--- config.mk ---
export PLATFORM = sky130hd
export DESIGN_NAME = store_data_align
export DESIGN_NICKNAME = d
export VERILOG_FILES = /design/src/rtl/store_data_align.sv
export SDC_FILE = /design/constraint.sdc
export NUM_CORES = 1
export LEC_CHECK = 0
export CELL_PAD_IN_SITES_DETAIL_PLACEMENT = 0
export CELL_PAD_IN_SITES_GLOBAL_PLACEMENT = 1
export CORE_MARGIN = 2
export CORE_UTILIZATION = 35
export CTS_CLUSTER_SIZE = 40
export DETAILED_ROUTE_END_ITERATION = 10
export PLACE_DENSITY = 0.86
export SLEW_MARGIN = 0
export SYNTH_ARGS = -nofsm -noshare
export SYNTH_HDL_FRONTEND = slang
export SYNTH_SLANG_ARGS = --single-unit
--- constraint.sdc ---
create_clock -name clk -period 2.97 [get_ports clk]
set_input_delay 0.4455 -clock clk [delete_from_list [all_inputs] [get_ports clk]]
set_output_delay 0.4455 -clock clk [all_outputs]
set_load 0.03 [all_outputs]
--- src/rtl/store_data_align.sv ---
// Store data alignment: turns a store request (address, LSB-justified data,
// size, opcode) into one or two byte-enabled, lane-aligned word writes.
// An access that straddles a word boundary is issued as two back-to-back beats.
module store_data_align #(
    parameter int ADDR_WIDTH = 32
) (
    input  logic                  clk,
    input  logic                  rst_n,
    input  logic                  reqValid,
    output logic                  reqReady,
    input  logic [ADDR_WIDTH-1:0] addr,
    input  logic [31:0]           dataIn,
    input  logic [2:0]            writeEnable,
    input  logic [6:0]            opcode,
    output logic                  memReq,
    input  logic                  memAck,
    output logic [ADDR_WIDTH-1:0] memAddr,
    output logic [31:0]           memWData,
    output logic [3:0]            memByteEn,
    output logic                  done,
    output logic                  storeErr
);

    localparam logic [6:0] OP_STORE   = 7'b0100011;
    localparam logic [6:0] OP_FPSTORE = 7'b0100111;

    typedef enum logic [1:0] {
        IDLE,
        BEAT0,
        BEAT1
    } stateT;

    stateT                 stateReg;
    logic [3:0]            hiByteEnReg;
    logic [31:0]           hiWDataReg;

    logic [3:0]            sizeMask;
    logic [31:0]           sizeBits;
    logic [7:0]            laneMask8;
    logic [63:0]           data64;
    logic                  legalReq;
    logic [ADDR_WIDTH-1:0] wordAddr;

    // Size decode with word > half > byte priority
    always_comb begin
        sizeMask = 4'b0000;
        if (writeEnable[2]) begin
            sizeMask = 4'b1111;
        end else if (writeEnable[1]) begin
            sizeMask = 4'b0011;
        end else if (writeEnable[0]) begin
            sizeMask = 4'b0001;
        end
    end

    // Expand the byte mask to a bit mask so bytes beyond the access size are zeroed
    for (genvar gi = 0; gi < 4; gi++) begin : gSizeBits
        assign sizeBits[gi*8 +: 8] = {8{sizeMask[gi]}};
    end

    assign laneMask8 = {4'b0000, sizeMask} << addr[1:0];
    assign data64    = {32'h0, dataIn & sizeBits} << {addr[1:0], 3'b000};
    assign legalReq  = ((opcode == OP_STORE) || (opcode == OP_FPSTORE)) && (writeEnable != 3'b000);
    assign wordAddr  = {addr[ADDR_WIDTH-1:2], 2'b00};
    assign reqReady  = (stateReg == IDLE);

    // Request acceptance, beat sequencing and registered bus outputs
    always_ff @(posedge clk or negedge rst_n) begin
        if (!rst_n) begin
            stateReg    <= IDLE;
            memReq      <= 1'b0;
            memAddr     <= '0;
            memWData    <= 32'h0;
            memByteEn   <= 4'b0000;
            hiByteEnReg <= 4'b0000;
            hiWDataReg  <= 32'h0;
            done        <= 1'b0;
            storeErr    <= 1'b0;
        end else begin
            done     <= 1'b0;
            storeErr <= 1'b0;
            case (stateReg)
                IDLE: begin
                    if (reqValid) begin
                        if (!legalReq) begin
                            storeErr <= 1'b1;
                        end else if (laneMask8[3:0] != 4'b0000) begin
                            stateReg    <= BEAT0;
                            memReq      <= 1'b1;
                            memAddr     <= wordAddr;
                            memByteEn   <= laneMask8[3:0];
                            memWData    <= data64[31:0];
                            hiByteEnReg <= laneMask8[7:4];
                            hiWDataReg  <= data64[63:32];
                        end else begin
                            // Nothing lands in the first word: go straight to the upper beat
                            stateReg    <= BEAT1;
                            memReq      <= 1'b1;
                            memAddr     <= wordAddr + ADDR_WIDTH'(4);
                            memByteEn   <= laneMask8[7:4];
                            memWData    <= data64[63:32];
                            hiByteEnReg <= 4'b0000;
                            hiWDataReg  <= 32'h0;
                        end
                    end
                end
                BEAT0: begin
                    if (memAck) begin
                        if (hiByteEnReg != 4'b0000) begin
                            stateReg  <= BEAT1;
                            memAddr   <= memAddr + ADDR_WIDTH'(4);
                            memByteEn <= hiByteEnReg;
                            memWData  <= hiWDataReg;
                        end else begin
                            stateReg  <= IDLE;
                            memReq    <= 1'b0;
                            memByteEn <= 4'b0000;
                            memWData  <= 32'h0;
                            done      <= 1'b1;
                        end
                    end
                end
                BEAT1: begin
                    if (memAck) begin
                        stateReg  <= IDLE;
                        memReq    <= 1'b0;
                        memByteEn <= 4'b0000;
                        memWData  <= 32'h0;
                        done      <= 1'b1;
                    end
                end
                default: begin
                    stateReg <= IDLE;
                    memReq   <= 1'b0;
                end
            endcase
        end
    end

endmodule

==> impl_metrics.tcl <==
set metrics [dict create \
    cp_num_buf_inv 2 \
    maxSlewViolCount 0 \
    max_stage_delay_ps 580 \
    powerDensity_nw_per_um2 951 \
    antenna-diode-count 0 \
    ir_drop_mv 0.540 \
    end_kind "flop" \
    post_cts_resized 0 \
    top_layer "met4" \
    synthesis.instances 647 \
    design_area_sq_um 7690 \
    start_util_pct 35.8 \
    path_class "in -> reg" \
    vias 5724 \
    period_minus_slack_ps 2500 \
    finalSetupTns_ps 0 \
    synthFlopType "dfrtp_1" \
    synth_area_leaders "dfrtp_1 (43%), nand2_1 (5.8%), a21oi_1 (4.2%)" \
    postCtsHoldBufs 0 \
    first_global_vias 5464 \
    maxCapViolCount 0 \
    wl_per_cell_um 17.9 \
    synth_edf_count 0 \
    detail-route-antenna-nets 0 \
    cp_data_required_time_ps 3260 \
    vias_per_cell 5.72 \
    cts_tree "yes" \
    place_congestion 0.922 \
    wl_um 17900 \
    grt_pass1_wl_um 29100 \
    clkTransAtPathRegs_ps 70 \
    grt_max_degree 79 \
    met2_wirelength_um 8450 \
    synthArstFlopShare_pct 100 \
    worst_setup_path_start_kind "input pin" \
    fmax_mhz 401 \
    rsz0062_at_grt "false" \
    io_pins 150 \
    ys_seq_area_share_pct 43.3 \
    synthesis.area_sq_um 5670 \
    cts_setup_buffers 0 \
    clock-sinks 98 \
    drc 0 \
    portBuffers 146 \
    core_area_sq_um 15800 \
    finalSetupViolCount 0 \
    slowest_stage "or4b_4" \
    die_area_sq_um 17200 \
    clk_latency_ps 350 \
    outcome "complete, no violations" \
    ys_warn_count 0 \
    dp_hpwl_um 13000 \
    die_w_um 131 \
    wl_met1_um 7790 \
    period_share_pct 84.1 \
    yosysTopAreaCellShare_pct 43.3 \
    cts_buffers 9 \
    initialDrtViolationCount 536 \
    final_layout_size_suffix_gt1_share_pct 8.16 \
    placementRows 46 \
    synth_cell_types 63 \
    htreeDepth 3 \
    crit_arrival_ps 2790 \
    path_cells "clkdlybuf4s50_1, or4b_4, o41a_1, or2_1, buf_12, or4_1, nand3_1" \
    p_leak_nw 3.03 \
    area.growth.synth_to_final_pct 35.8 \
    clock_skew_ps 11.5 \
    grt_usage_pct 20.8 \
    slew_headroom_pct 32.9 \
    tightest_slew_ps 1010 \
    worstHoldPathType "in -> async" \
    hold_viol_final 0 \
    antenna_found_initial 0 \
    overflow 0 \
    ys_seq_elements 98 \
    die_height_um 131 \
    synth.avg_cell_area_sq_um 8.76 \
    cts_max_path_buffers 2 \
    layout.nets 867 \
    placed_cell_area_sq_um 7450 \
    clockRootBuffer "clkbuf_16" \
    met3_wirelength_um 1370 \
    path_max_fanout 24 \
    drt_pass1_iterations 5 \
    yosysTopAreaCell "dfrtp_1" \
    cp_top_family "simple AND/OR/NAND/NOR gates" \
]
## cells by family after synthesis
| logic type | Yosys count | share of synthesized area [%] |
|---|---|---|
| AO/OA/AOI/OAI | 190 | 23.2 |
| other | 1 | 0.0662 |
| adder cells (fa/ha/maj) | 6 | 1.32 |
| AND/OR/NAND/NOR | 267 | 22.9 |
| flip-flops | 98 | 43.3 |
| XOR/XNOR | 5 | 0.773 |
| multiplexers | 20 | 3.89 |
| buffers and inverters | 60 | 4.55 |
## power by group
part	internal [mW]	leakage [nW]	switching, mW	total, mW
logic	1.66	1.69	2.38	4.04
registers	1.81	1.22	0.417	2.23
clock network	0.571	0.123	0.482	1.05
total	4.04	3.03	3.28	7.32
## stage by stage
| stage | hold slack [ps] | cells | util (%) | total power [mW] | setup slack (ps) |
|---|---|---|---|---|---|
| 6_report | 229 | 1000 | 48.6 | 7.32 | 473 |
| 5_1_grt | 323 | 1000 | 48.6 | 7.77 | 376 |
| 4_1_cts | 288 | 1000 | 48.6 | 7.36 | 457 |
| 3_5_place_dp | 474 | 988 | 47.0 | 6.28 | 100 |
| 3_3_place_gp | 464 | 988 | 47.0 | 6.18 | 112 |
| 2_1_floorplan | 150 | 648 | - | 4.61 | 653 |
## path summary, 6_finish.rpt
check | from | to | slack, ps | cells after the start
min in group clk | hiWDataReg[17] | hiWDataReg[17] | 480 | 2
setup / recovery | opcode[3] | memAddr[30] | 470 | 7
hold / removal | rst_n | memAddr[27] | 230 | 1
setup reg to reg | stateReg[0] | memWData[5] | 490 | 6
hold reg to reg | hiWDataReg[17] | hiWDataReg[17] | 480 | 2
max in group asynchronous | rst_n | memWData[22] | 1940 | 2
## state kept, by name, summed over array words and instances (netlist names)
name / count
memByteEn: 4
stateReg: 2
storeErr: 1
memAddr: 30
memWData: 32
hiByteEnReg: 3
hiWDataReg: 24
done: 1
memReq: 1
## routing by layer
layer / track usage (%) / vias up
li1: - / 2672
met1: 28.1 / 2739
met2: 33.4 / 283
met3: 4.24 / 30
met4: 7.07 / 0
met5: 0 / -
## cell usage in the layout (no fill, tap or decap), types with 5 or more instances in the layout
cell             count
a21oi_1             47
a221oi_1             9
a22oi_1             26
a2bb2oi_1           10
and3_1              11
buf_4               26
clkbuf_16            9
clkdlybuf4s50_1    145
dfrtp_1             98
ha_1                 6
inv_1               10
mux2_2              16
nand2_1             88
nand3_1             37
nand4_1             18
nor2_1              54
nor2b_1              9
nor3_1              14
nor3b_1              5
o21a_1               9
o21ai_0             29
o221ai_1            11
o31ai_1              5
o32ai_1              5
## layout make-up
type / count / area, sq um
Clock inverter: 1 / 5.00
Multi-Input combinational cell: 490 / 2980
Timing Repair Buffer: 174 / 1710
Inverter: 10 / 37.5
Clock buffer: 11 / 243
Fill cell: 1475 / 8130
Sequential cell: 98 / 2450
Tap cell: 216 / 270
## cells in the mapped netlist (5+ instances only)
master and count:
and3_1 11, nand2_1 88, nor2b_1 9, o32ai_1 5, buf_2 11, a2bb2oi_1 10
mux2_2 16, dfrtp_1 98, nand3_1 37, o21ai_0 29, inv_1 10, o21a_1 9
nor3b_1 5, clkbuf_1 32, nor3_1 14, ha_1 6, o31ai_1 5, a21oi_1 47
o221ai_1 11, a22oi_1 26, a221oi_1 9, nor2_1 54, nand4_1 18
Power figures use the tool's default switching activity.
